$ cat config.mk
export PLATFORM = sky130hd
export DESIGN_NAME = ysyx_23060025_wb_arb_flat
export DESIGN_NICKNAME = d
export VERILOG_FILES = /design/src/rtl/ysyx_23060025_wb_arb_pkg.sv /design/src/rtl/ysyx_23060025_wb_arb_if.sv /design/src/rtl/ysyx_23060025_wb_arb_perf.sv /design/src/rtl/ysyx_23060025_wb_arb.sv /design/src/flat_wrapper.sv
export SDC_FILE = /design/constraint.sdc
export NUM_CORES = 1
export LEC_CHECK = 0
export ABC_AREA = 1
export CORE_MARGIN = 4
export CORE_UTILIZATION = 40
export DETAILED_ROUTE_END_ITERATION = 16
export GPL_TIMING_DRIVEN = 0
export HOLD_SLACK_MARGIN = 0.15
export PLACE_DENSITY = 0.81
export RECOVER_POWER = 100
export SYNTH_ARGS = -nofsm -noshare
export SYNTH_HDL_FRONTEND = slang
export SYNTH_SLANG_ARGS = --single-unit
$ cat constraint.sdc
create_clock -name clock -period 2.4 [get_ports clock]
set_input_delay 0.48 -clock clock [delete_from_list [all_inputs] [get_ports clock]]
set_output_delay 0.48 -clock clock [all_outputs]
set_load 0.02 [all_outputs]
$ cat src/rtl/ysyx_23060025_wb_arb_pkg.sv
// Shared definitions for the writeback arbiter: CSR op type codes, default
// address/data widths and beat-field widths.
package ysyx_23060025_wb_arb_pkg;

    localparam int unsigned DATA_LEN_DEF = 32;
    localparam int unsigned REG_AW_DEF   = 5;
    localparam int unsigned CSR_AW_DEF   = 12;
    localparam int unsigned CSR_TYPE_W   = 3;
    localparam int unsigned PERF_CNT_W   = 32;

    typedef enum logic [CSR_TYPE_W-1:0] {
        CsrNone  = 3'd0,
        CsrRw    = 3'd1,
        CsrRs    = 3'd2,
        CsrRc    = 3'd3,
        CsrEcall = 3'd4,
        CsrMret  = 3'd5
    } csr_type_e;

    // Total payload bits carried by one writeback beat.
    function automatic int unsigned beat_width(input int unsigned data_len,
                                               input int unsigned reg_aw,
                                               input int unsigned csr_aw);
        return 1 + reg_aw + data_len + CSR_TYPE_W + csr_aw + data_len;
    endfunction

endpackage

$ cat src/rtl/ysyx_23060025_wb_arb_if.sv
// One valid/ready writeback beat channel. The producer side uses the master
// modport, the consumer side the slave modport.
interface ysyx_23060025_wb_arb_if
    import ysyx_23060025_wb_arb_pkg::*;
#(
    parameter int unsigned DATA_LEN = DATA_LEN_DEF,
    parameter int unsigned REG_AW   = REG_AW_DEF,
    parameter int unsigned CSR_AW   = CSR_AW_DEF
) ();

    logic                  valid;
    logic                  ready;
    logic                  wd;
    logic [REG_AW-1:0]     wreg;
    logic [DATA_LEN-1:0]   wdata;
    logic [CSR_TYPE_W-1:0] csr_type;
    logic [CSR_AW-1:0]     csr_waddr;
    logic [DATA_LEN-1:0]   csr_wdata;

    modport master (
        output valid, wd, wreg, wdata, csr_type, csr_waddr, csr_wdata,
        input  ready
    );

    modport slave (
        input  valid, wd, wreg, wdata, csr_type, csr_waddr, csr_wdata,
        output ready
    );

endinterface

$ cat src/rtl/ysyx_23060025_wb_arb_perf.sv
// Saturating performance counter bank for the writeback arbiter.
// Only present when WB_ARB_PERF_EN is defined.
`ifdef WB_ARB_PERF_EN
module ysyx_23060025_wb_arb_perf
    import ysyx_23060025_wb_arb_pkg::*;
(
    input  logic                  clock,
    input  logic                  reset,
    input  logic                  s0_valid,
    input  logic                  s1_valid,
    input  logic                  m_valid,
    input  logic                  m_allowin,
    input  logic                  grant0,
    input  logic                  grant1,
    output logic [PERF_CNT_W-1:0] perf_conflict,
    output logic [PERF_CNT_W-1:0] perf_stall,
    output logic [PERF_CNT_W-1:0] perf_grant0,
    output logic [PERF_CNT_W-1:0] perf_grant1
);

    logic [PERF_CNT_W-1:0] conflict_q, stall_q, grant0_q, grant1_q;

    always_ff @(posedge clock) begin
        if (reset) begin
            conflict_q <= '0;
            stall_q    <= '0;
            grant0_q   <= '0;
            grant1_q   <= '0;
        end else begin
            // Each counter sticks at all-ones instead of wrapping.
            if (s0_valid && s1_valid && conflict_q != '1) conflict_q <= conflict_q + 1'b1;
            if (m_valid && !m_allowin && stall_q != '1)    stall_q    <= stall_q + 1'b1;
            if (grant0 && grant0_q != '1)                  grant0_q   <= grant0_q + 1'b1;
            if (grant1 && grant1_q != '1)                  grant1_q   <= grant1_q + 1'b1;
        end
    end

    assign perf_conflict = conflict_q;
    assign perf_stall    = stall_q;
    assign perf_grant0   = grant0_q;
    assign perf_grant1   = grant1_q;

endmodule
`endif

$ cat src/rtl/ysyx_23060025_wb_arb.sv
// Round-robin two-source arbiter for the single GPR/CSR writeback path.
// Optional counter bank enabled by WB_ARB_PERF_EN.
module ysyx_23060025_wb_arb
    import ysyx_23060025_wb_arb_pkg::*;
#(
    parameter int unsigned DATA_LEN = DATA_LEN_DEF,
    parameter int unsigned REG_AW   = REG_AW_DEF,
    parameter int unsigned CSR_AW   = CSR_AW_DEF
) (
    input logic                    clock,
    input logic                    reset,
    ysyx_23060025_wb_arb_if.slave  s0,
    ysyx_23060025_wb_arb_if.slave  s1,
    ysyx_23060025_wb_arb_if.master m
`ifdef WB_ARB_PERF_EN
    ,
    output logic [PERF_CNT_W-1:0]  perf_conflict,
    output logic [PERF_CNT_W-1:0]  perf_stall,
    output logic [PERF_CNT_W-1:0]  perf_grant0,
    output logic [PERF_CNT_W-1:0]  perf_grant1
`endif
);

    logic                  ptr_q;
    logic                  valid_q;
    logic                  wd_q;
    logic [REG_AW-1:0]     wreg_q;
    logic [DATA_LEN-1:0]   wdata_q;
    logic [CSR_TYPE_W-1:0] csr_type_q;
    logic [CSR_AW-1:0]     csr_waddr_q;
    logic [DATA_LEN-1:0]   csr_wdata_q;

    logic can_load;
    logic xfer0, xfer1;

    assign can_load = !valid_q || m.ready;

    // Ready never looks at the source's own valid, only at the competitor.
    assign s0.ready = !reset && can_load && (!ptr_q || !s1.valid);
    assign s1.ready = !reset && can_load && ( ptr_q || !s0.valid);

    assign xfer0 = s0.valid && s0.ready;
    assign xfer1 = s1.valid && s1.ready;

    always_ff @(posedge clock) begin
        if (reset) begin
            ptr_q       <= 1'b0;
            valid_q     <= 1'b0;
            wd_q        <= 1'b0;
            wreg_q      <= '0;
            wdata_q     <= '0;
            csr_type_q  <= '0;
            csr_waddr_q <= '0;
            csr_wdata_q <= '0;
        end else if (xfer0 || xfer1) begin
            valid_q     <= 1'b1;
            ptr_q       <= xfer0;
            wd_q        <= xfer1 ? s1.wd        : s0.wd;
            wreg_q      <= xfer1 ? s1.wreg      : s0.wreg;
            wdata_q     <= xfer1 ? s1.wdata     : s0.wdata;
            csr_type_q  <= xfer1 ? s1.csr_type  : s0.csr_type;
            csr_waddr_q <= xfer1 ? s1.csr_waddr : s0.csr_waddr;
            csr_wdata_q <= xfer1 ? s1.csr_wdata : s0.csr_wdata;
        end else if (m.ready) begin
            valid_q <= 1'b0;
        end
    end

    // Stale data stays in the register; only the enables are qualified.
    assign m.valid     = valid_q;
    assign m.wd        = wd_q && valid_q && (wreg_q != '0);
    assign m.wreg      = wreg_q;
    assign m.wdata     = wdata_q;
    assign m.csr_type  = csr_type_q & {CSR_TYPE_W{valid_q}};
    assign m.csr_waddr = csr_waddr_q;
    assign m.csr_wdata = csr_wdata_q;

`ifdef WB_ARB_PERF_EN
    ysyx_23060025_wb_arb_perf u_perf (
        .clock         (clock),
        .reset         (reset),
        .s0_valid      (s0.valid),
        .s1_valid      (s1.valid),
        .m_valid       (valid_q),
        .m_allowin     (m.ready),
        .grant0        (xfer0),
        .grant1        (xfer1),
        .perf_conflict (perf_conflict),
        .perf_stall    (perf_stall),
        .perf_grant0   (perf_grant0),
        .perf_grant1   (perf_grant1)
    );
`endif

endmodule
$ cat src/flat_wrapper.sv
// flat-port wrapper written by rule: the top's interface ports become plain ports
module ysyx_23060025_wb_arb_flat import ysyx_23060025_wb_arb_pkg::*;
#(
    parameter int unsigned DATA_LEN = DATA_LEN_DEF,
    parameter int unsigned REG_AW   = REG_AW_DEF,
    parameter int unsigned CSR_AW   = CSR_AW_DEF
)
  (clock, reset, s0_valid, s0_wd, s0_wreg, s0_wdata, s0_csr_type, s0_csr_waddr, s0_csr_wdata, s0_ready, s1_valid, s1_wd, s1_wreg, s1_wdata, s1_csr_type, s1_csr_waddr, s1_csr_wdata, s1_ready, m_valid, m_wd, m_wreg, m_wdata, m_csr_type, m_csr_waddr, m_csr_wdata, m_ready);
  ysyx_23060025_wb_arb_if #(.DATA_LEN(DATA_LEN), .REG_AW(REG_AW), .CSR_AW(CSR_AW)) s0_i ();
  ysyx_23060025_wb_arb_if #(.DATA_LEN(DATA_LEN), .REG_AW(REG_AW), .CSR_AW(CSR_AW)) s1_i ();
  ysyx_23060025_wb_arb_if #(.DATA_LEN(DATA_LEN), .REG_AW(REG_AW), .CSR_AW(CSR_AW)) m_i ();
  input logic clock;
  input logic reset;
  input wire logic [$bits(s0_i.valid)-1:0] s0_valid;
  input wire logic [$bits(s0_i.wd)-1:0] s0_wd;
  input wire logic [$bits(s0_i.wreg)-1:0] s0_wreg;
  input wire logic [$bits(s0_i.wdata)-1:0] s0_wdata;
  input wire logic [$bits(s0_i.csr_type)-1:0] s0_csr_type;
  input wire logic [$bits(s0_i.csr_waddr)-1:0] s0_csr_waddr;
  input wire logic [$bits(s0_i.csr_wdata)-1:0] s0_csr_wdata;
  output wire logic [$bits(s0_i.ready)-1:0] s0_ready;
  input wire logic [$bits(s1_i.valid)-1:0] s1_valid;
  input wire logic [$bits(s1_i.wd)-1:0] s1_wd;
  input wire logic [$bits(s1_i.wreg)-1:0] s1_wreg;
  input wire logic [$bits(s1_i.wdata)-1:0] s1_wdata;
  input wire logic [$bits(s1_i.csr_type)-1:0] s1_csr_type;
  input wire logic [$bits(s1_i.csr_waddr)-1:0] s1_csr_waddr;
  input wire logic [$bits(s1_i.csr_wdata)-1:0] s1_csr_wdata;
  output wire logic [$bits(s1_i.ready)-1:0] s1_ready;
  output wire logic [$bits(m_i.valid)-1:0] m_valid;
  output wire logic [$bits(m_i.wd)-1:0] m_wd;
  output wire logic [$bits(m_i.wreg)-1:0] m_wreg;
  output wire logic [$bits(m_i.wdata)-1:0] m_wdata;
  output wire logic [$bits(m_i.csr_type)-1:0] m_csr_type;
  output wire logic [$bits(m_i.csr_waddr)-1:0] m_csr_waddr;
  output wire logic [$bits(m_i.csr_wdata)-1:0] m_csr_wdata;
  input wire logic [$bits(m_i.ready)-1:0] m_ready;
  assign s0_i.valid = s0_valid;
  assign s0_i.wd = s0_wd;
  assign s0_i.wreg = s0_wreg;
  assign s0_i.wdata = s0_wdata;
  assign s0_i.csr_type = s0_csr_type;
  assign s0_i.csr_waddr = s0_csr_waddr;
  assign s0_i.csr_wdata = s0_csr_wdata;
  assign s0_ready = s0_i.ready;
  assign s1_i.valid = s1_valid;
  assign s1_i.wd = s1_wd;
  assign s1_i.wreg = s1_wreg;
  assign s1_i.wdata = s1_wdata;
  assign s1_i.csr_type = s1_csr_type;
  assign s1_i.csr_waddr = s1_csr_waddr;
  assign s1_i.csr_wdata = s1_csr_wdata;
  assign s1_ready = s1_i.ready;
  assign m_valid = m_i.valid;
  assign m_wd = m_i.wd;
  assign m_wreg = m_i.wreg;
  assign m_wdata = m_i.wdata;
  assign m_csr_type = m_i.csr_type;
  assign m_csr_waddr = m_i.csr_waddr;
  assign m_csr_wdata = m_i.csr_wdata;
  assign m_i.ready = m_ready;
  ysyx_23060025_wb_arb #(.DATA_LEN(DATA_LEN), .REG_AW(REG_AW), .CSR_AW(CSR_AW)) u_core (.clock(clock), .reset(reset), .s0(s0_i), .s1(s1_i), .m(m_i));
endmodule
== Word level (Yosys, flattened, before mapping) ==
Index checks and enable logic that the tools add are counted.
Word-level totals
  register bits after elaboration: 87
  input bits: 175
  output and inout port bits: 88
  word-level logic and storage cells: 35
Cells by class
  multiplexer cells: 8
  bitwise gates (word level): 1
  reductions and logical operators: 18
Operators by type and width (number)
  $mux 32: 2
  $mux 12: 1
  $logic_and 1x1->1: 7
  $logic_not 1->1: 5
  $mux 5: 1
  $reduce_bool 5->1: 1
  $logic_or 1x1->1: 4
  $and 3x3->3: 1
  $mux 1: 3
  $mux 3: 1
  $reduce_bool 2->1: 1

== Longest topological paths before layout ==
  word-level depth: 7
  mapped depth: 9
  mapped depth without buffers: 8

== Worst setup path after synthesis ==
OpenSTA, ideal clock, no wires.
  path type: input port to output port
  start: input port s0_valid
  end: output port s1_ready
  arrival: 1228 ps
  data required time: 1920 ps
  setup slack: 692 ps
  cell stages on the path: 4
  path buffers: 2
  path through: nand2_2 -> buf_2 -> buf_2 -> and3_1
Between the ends
  longest elaborated chain between the ends: 3
Ends and longest elaborated chain
  from (decl): RTL line flat_wrapper.sv:14  | input wire logic [$bits(s0_i.valid)-1:0] s0_valid;
  $logic_not 1->1: RTL line ysyx_23060025_wb_arb.sv:40  | assign s1.ready = !reset && can_load && ( ptr_q || !s0.valid);
  $logic_or 1x1->1: RTL line ysyx_23060025_wb_arb.sv:40
  $logic_and 1x1->1: RTL line ysyx_23060025_wb_arb.sv:40
  to (decl): RTL line flat_wrapper.sv:29  | output wire logic [$bits(s1_i.ready)-1:0] s1_ready;
No other way between the ends.

== Worst setup path in the final report ==
Ends and elaborated chain as after synthesis.

==> qor.yml <==
synth:
  yosysSeqAreaShare_pct: 34.3
  ys_seq_elements: 87
  synthesis.nets: 960
  synthesis.yosys.warnings: 0
  gate_count_after_technology_mapping: 785
  avgSynthCellArea_um2: 6.46
  synth_area_um2: 5070
  synth_cell_types: 24
worst_hold_path:
  worstHoldStart: "u_core.m.wdata[14]"
  hold_end: "u_core.m.wdata[14]"
  worstHoldPathType: "register to register"
  hold_path_depth: 2
worst_setup_path:
  worst-path-max-fanout: 19
  critPathKind: "primary input to primary output"
  r2r.worst_path.cells: 6
  r2r_slack_ns: 0.39
  worstPathArrival_ns: 1.83
  worstPathRequired_ns: 1.92
  critical_path.endpoint_type: "primary output"
  worst_r2r_startpoint: "u_core.m.valid"
  critical_path.startpoint_type: "primary input"
  r2r-end: "u_core.m.csr_waddr[10]"
route:
  route.detailed.wl_per_inst_um: 15.4
  dr.pass1.iters: 7
  drc: 0
  antenna_violating_nets_post_route: 0
  drt_wl_total_um: 18900
  dr_total_vias: 6213
  drt_first_iter_violations: 308
  drt_via_density: 5.06
die:
  row_count: 40
  design.die.area_um2: 14500
  floorplan.initialDensity_pct: 41.5
  design.core.area_um2: 12200
  die_height_um: 121
  die-width_um: 121
  boundary_pin_count: 263
clock_network:
  clk_root_buffer_cell: "sky130_fd_sc_hd__clkbuf_16"
  clk_latency_ns: 0.35
  clk_transition_reported_paths_ns: 0.06
  cts.repair.resized: 6
  ctsLongestPathBuffers: 2
  ctsHtreeMaxLevel: 3
  cts_made_buffers: 9
  cts_tree: "done"
  postCtsSetupRepairBufs: 0
  clock_sink_count: 87
  holdBufCountCts: 0
final_layout:
  most-common-layout-cells: "sky130_fd_sc_hd__inv_1 (177), sky130_fd_sc_hd__clkdlybuf4s50_1 (172), sky130_fd_sc_hd__nand2_1 (91)"
  finish.utilization_pct: 66.7
  instances_no_fill: 1228
  layout.filler_cells: 1133
  final_nets: 1230
  syn2layout_area_growth_pct: 60.6
  drive_gt1_share_pct: 6.42
  antenna_cells: 0
  final_common_cell: "sky130_fd_sc_hd__inv_1"
  design_area_um2: 8150
sta:
  slew_headroom_pct: 59.7
  setup_viol: 0
  worstMarginPinSlew_ns: 0.605
  timing_max_transition_violations_final: 0
  grt_setup_unrepaired: "no"
  max_clock_freq_mhz: 434
  timing.final.crit_share_pct: 96.0
  timing.final.hold_violations: 0
  finClkSkew_ns: 0.00649
  final_period_minus_worst_setup_slack_ns: 2.31
  setup_ws_ns: 0.0950
grt:
  number_of_antenna_violations_at_the_first_check_in_global_routing: 0
  overflow: 0
  grt_pass1_vias: 5826
  pin_count_of_the_biggest_net_entering_global_routing: 20
  grt_first_pass_wirelength_um: 29200
  global_route.usage.total_pct: 25.1
placement:
  placed_area_um2: 7880
  pre_cts_ws_ns: -0.638
  place.gp.congestion: 0.916
  hpwlAfterDp_um: 14500
  place.port_buffers: 260
  dpl.cell_count: 1213
outcome:
  status: "finished, final reports clean"
power:
  power_frac_clock_pct: 31.7
  static-leakage-power_nw: 3.87
  sequentialPowerShare_pct: 38.7
  irDropWorstVdd_mv: 0.263
  internal_power_mw: 2.91
  netSwitchingFraction_pct: 30.8
  power_density_nw_per_um2: 516
  power_switching_mw: 1.30
  fraction_of_power_consumed_by_combinational_cells_pct: 29.6
flow_run:
  max_cap_viol_count: 0
[routing by layer]
metal | GRT usage (%) | vias up | part of all wire [%]
met5 | 0 | - | 0
met4 | 10.1 | 0 | 2.7
met3 | 6.13 | 34 | 8.2
met2 | 42.8 | 234 | 48
met1 | 30.4 | 2840 | 41
li1 | - | 3105 | -
[state kept, by name, summed over array words and instances, names as in the netlist]
name and flops:
u_core.m.csr_waddr 12, u_core.wd_q 1, u_core.m.wreg 5, u_core.m.wdata 32, u_core.ptr_q 1, u_core.csr_type_q 3
u_core.m.csr_wdata 32, u_core.m.valid 1
[worst max-delay path, stage by stage]
cell and delay, ns:
sky130_fd_sc_hd__clkdlybuf4s50_1 0.50, sky130_fd_sc_hd__nand2_4 0.18, sky130_fd_sc_hd__buf_6 0.21, sky130_fd_sc_hd__and3_1 0.17
sky130_fd_sc_hd__clkdlybuf4s15_2 0.28
[power groups by stage]
stage,clock network [mW],registers [mW],logic (mW)
global placement,0,1.66,1.28
detailed placement,0,1.67,1.29
CTS,1.36,1.63,1.30
floorplan,0,1.80,0.481
finish,1.33,1.63,1.24
global route,1.42,1.64,1.36
[Yosys cell counts]
cell / instances / area (um2)
sky130_fd_sc_hd__inv_1: 177 / 664
sky130_fd_sc_hd__nand2_1: 91 / 342
sky130_fd_sc_hd__nand3_1: 90 / 450
sky130_fd_sc_hd__dfxtp_1: 87 / 1740
sky130_fd_sc_hd__a21oi_1: 85 / 425
sky130_fd_sc_hd__nand4_1: 85 / 532
sky130_fd_sc_hd__o21ai_0: 71 / 355
sky130_fd_sc_hd__clkbuf_1: 24 / 90.1
sky130_fd_sc_hd__buf_2: 19 / 95.1
sky130_fd_sc_hd__buf_4: 15 / 113
sky130_fd_sc_hd__o21ai_1: 13 / 65.1
sky130_fd_sc_hd__clkbuf_2: 8 / 40.0
sky130_fd_sc_hd__buf_1: 4 / 15.0
sky130_fd_sc_hd__buf_6: 3 / 33.8
sky130_fd_sc_hd__inv_2: 2 / 7.51
sky130_fd_sc_hd__nand2_2: 2 / 12.5
sky130_fd_sc_hd__nand4_4: 2 / 42.5
sky130_fd_sc_hd__and3_1: 1 / 6.26
sky130_fd_sc_hd__clkbuf_4: 1 / 7.51
sky130_fd_sc_hd__inv_4: 1 / 6.26
sky130_fd_sc_hd__nand2_4: 1 / 11.3
sky130_fd_sc_hd__nor2_1: 1 / 3.75
sky130_fd_sc_hd__nor2_2: 1 / 6.26
sky130_fd_sc_hd__nor3_1: 1 / 5.00
[final cells by class]
class	count	area [um2]	share of cell area (%)
Timing Repair Buffer	260	2600	32.0
Multi-Input combinational cell	444	2260	27.8
Sequential cell	87	1740	21.4
Inverter	180	678	8.33
Buffer	73	365	4.49
Clock buffer	11	253	3.10
Tap cell	168	210	2.58
Clock inverter	5	32.5	0.399
[cell families after synthesis]
| logic type | Yosys count | synth area share, % |
|---|---|---|
| buf+inv | 254 | 21.1 |
| flops | 87 | 34.3 |
| simple gates | 275 | 27.8 |
| compound gates | 169 | 16.7 |
[stage by stage]
stage / hold slack, ns / TNS [ns] / power (mW)
after floorplan: 0.461 / 0 / 2.28
after global placement: 0.467 / -0.694 / 2.94
after detailed placement: 0.472 / -0.703 / 2.96
after CTS: 0.480 / 0 / 4.29
after global routing: 0.493 / 0 / 4.42
final: 0.476 / 0 / 4.21
[how the worst max path moves through the flow]
stage / start / endpoint / cells after the start
2_1_floorplan: s0_valid / s1_ready / 4
3_3_place_gp: s0_valid / s1_ready / 6
3_5_place_dp: s0_valid / s1_ready / 6
4_1_cts: s0_valid / s1_ready / 5
5_1_grt: s0_valid / s1_ready / 5
6_report: s0_valid / s1_ready / 5
Power figures use the tool's default switching activity.
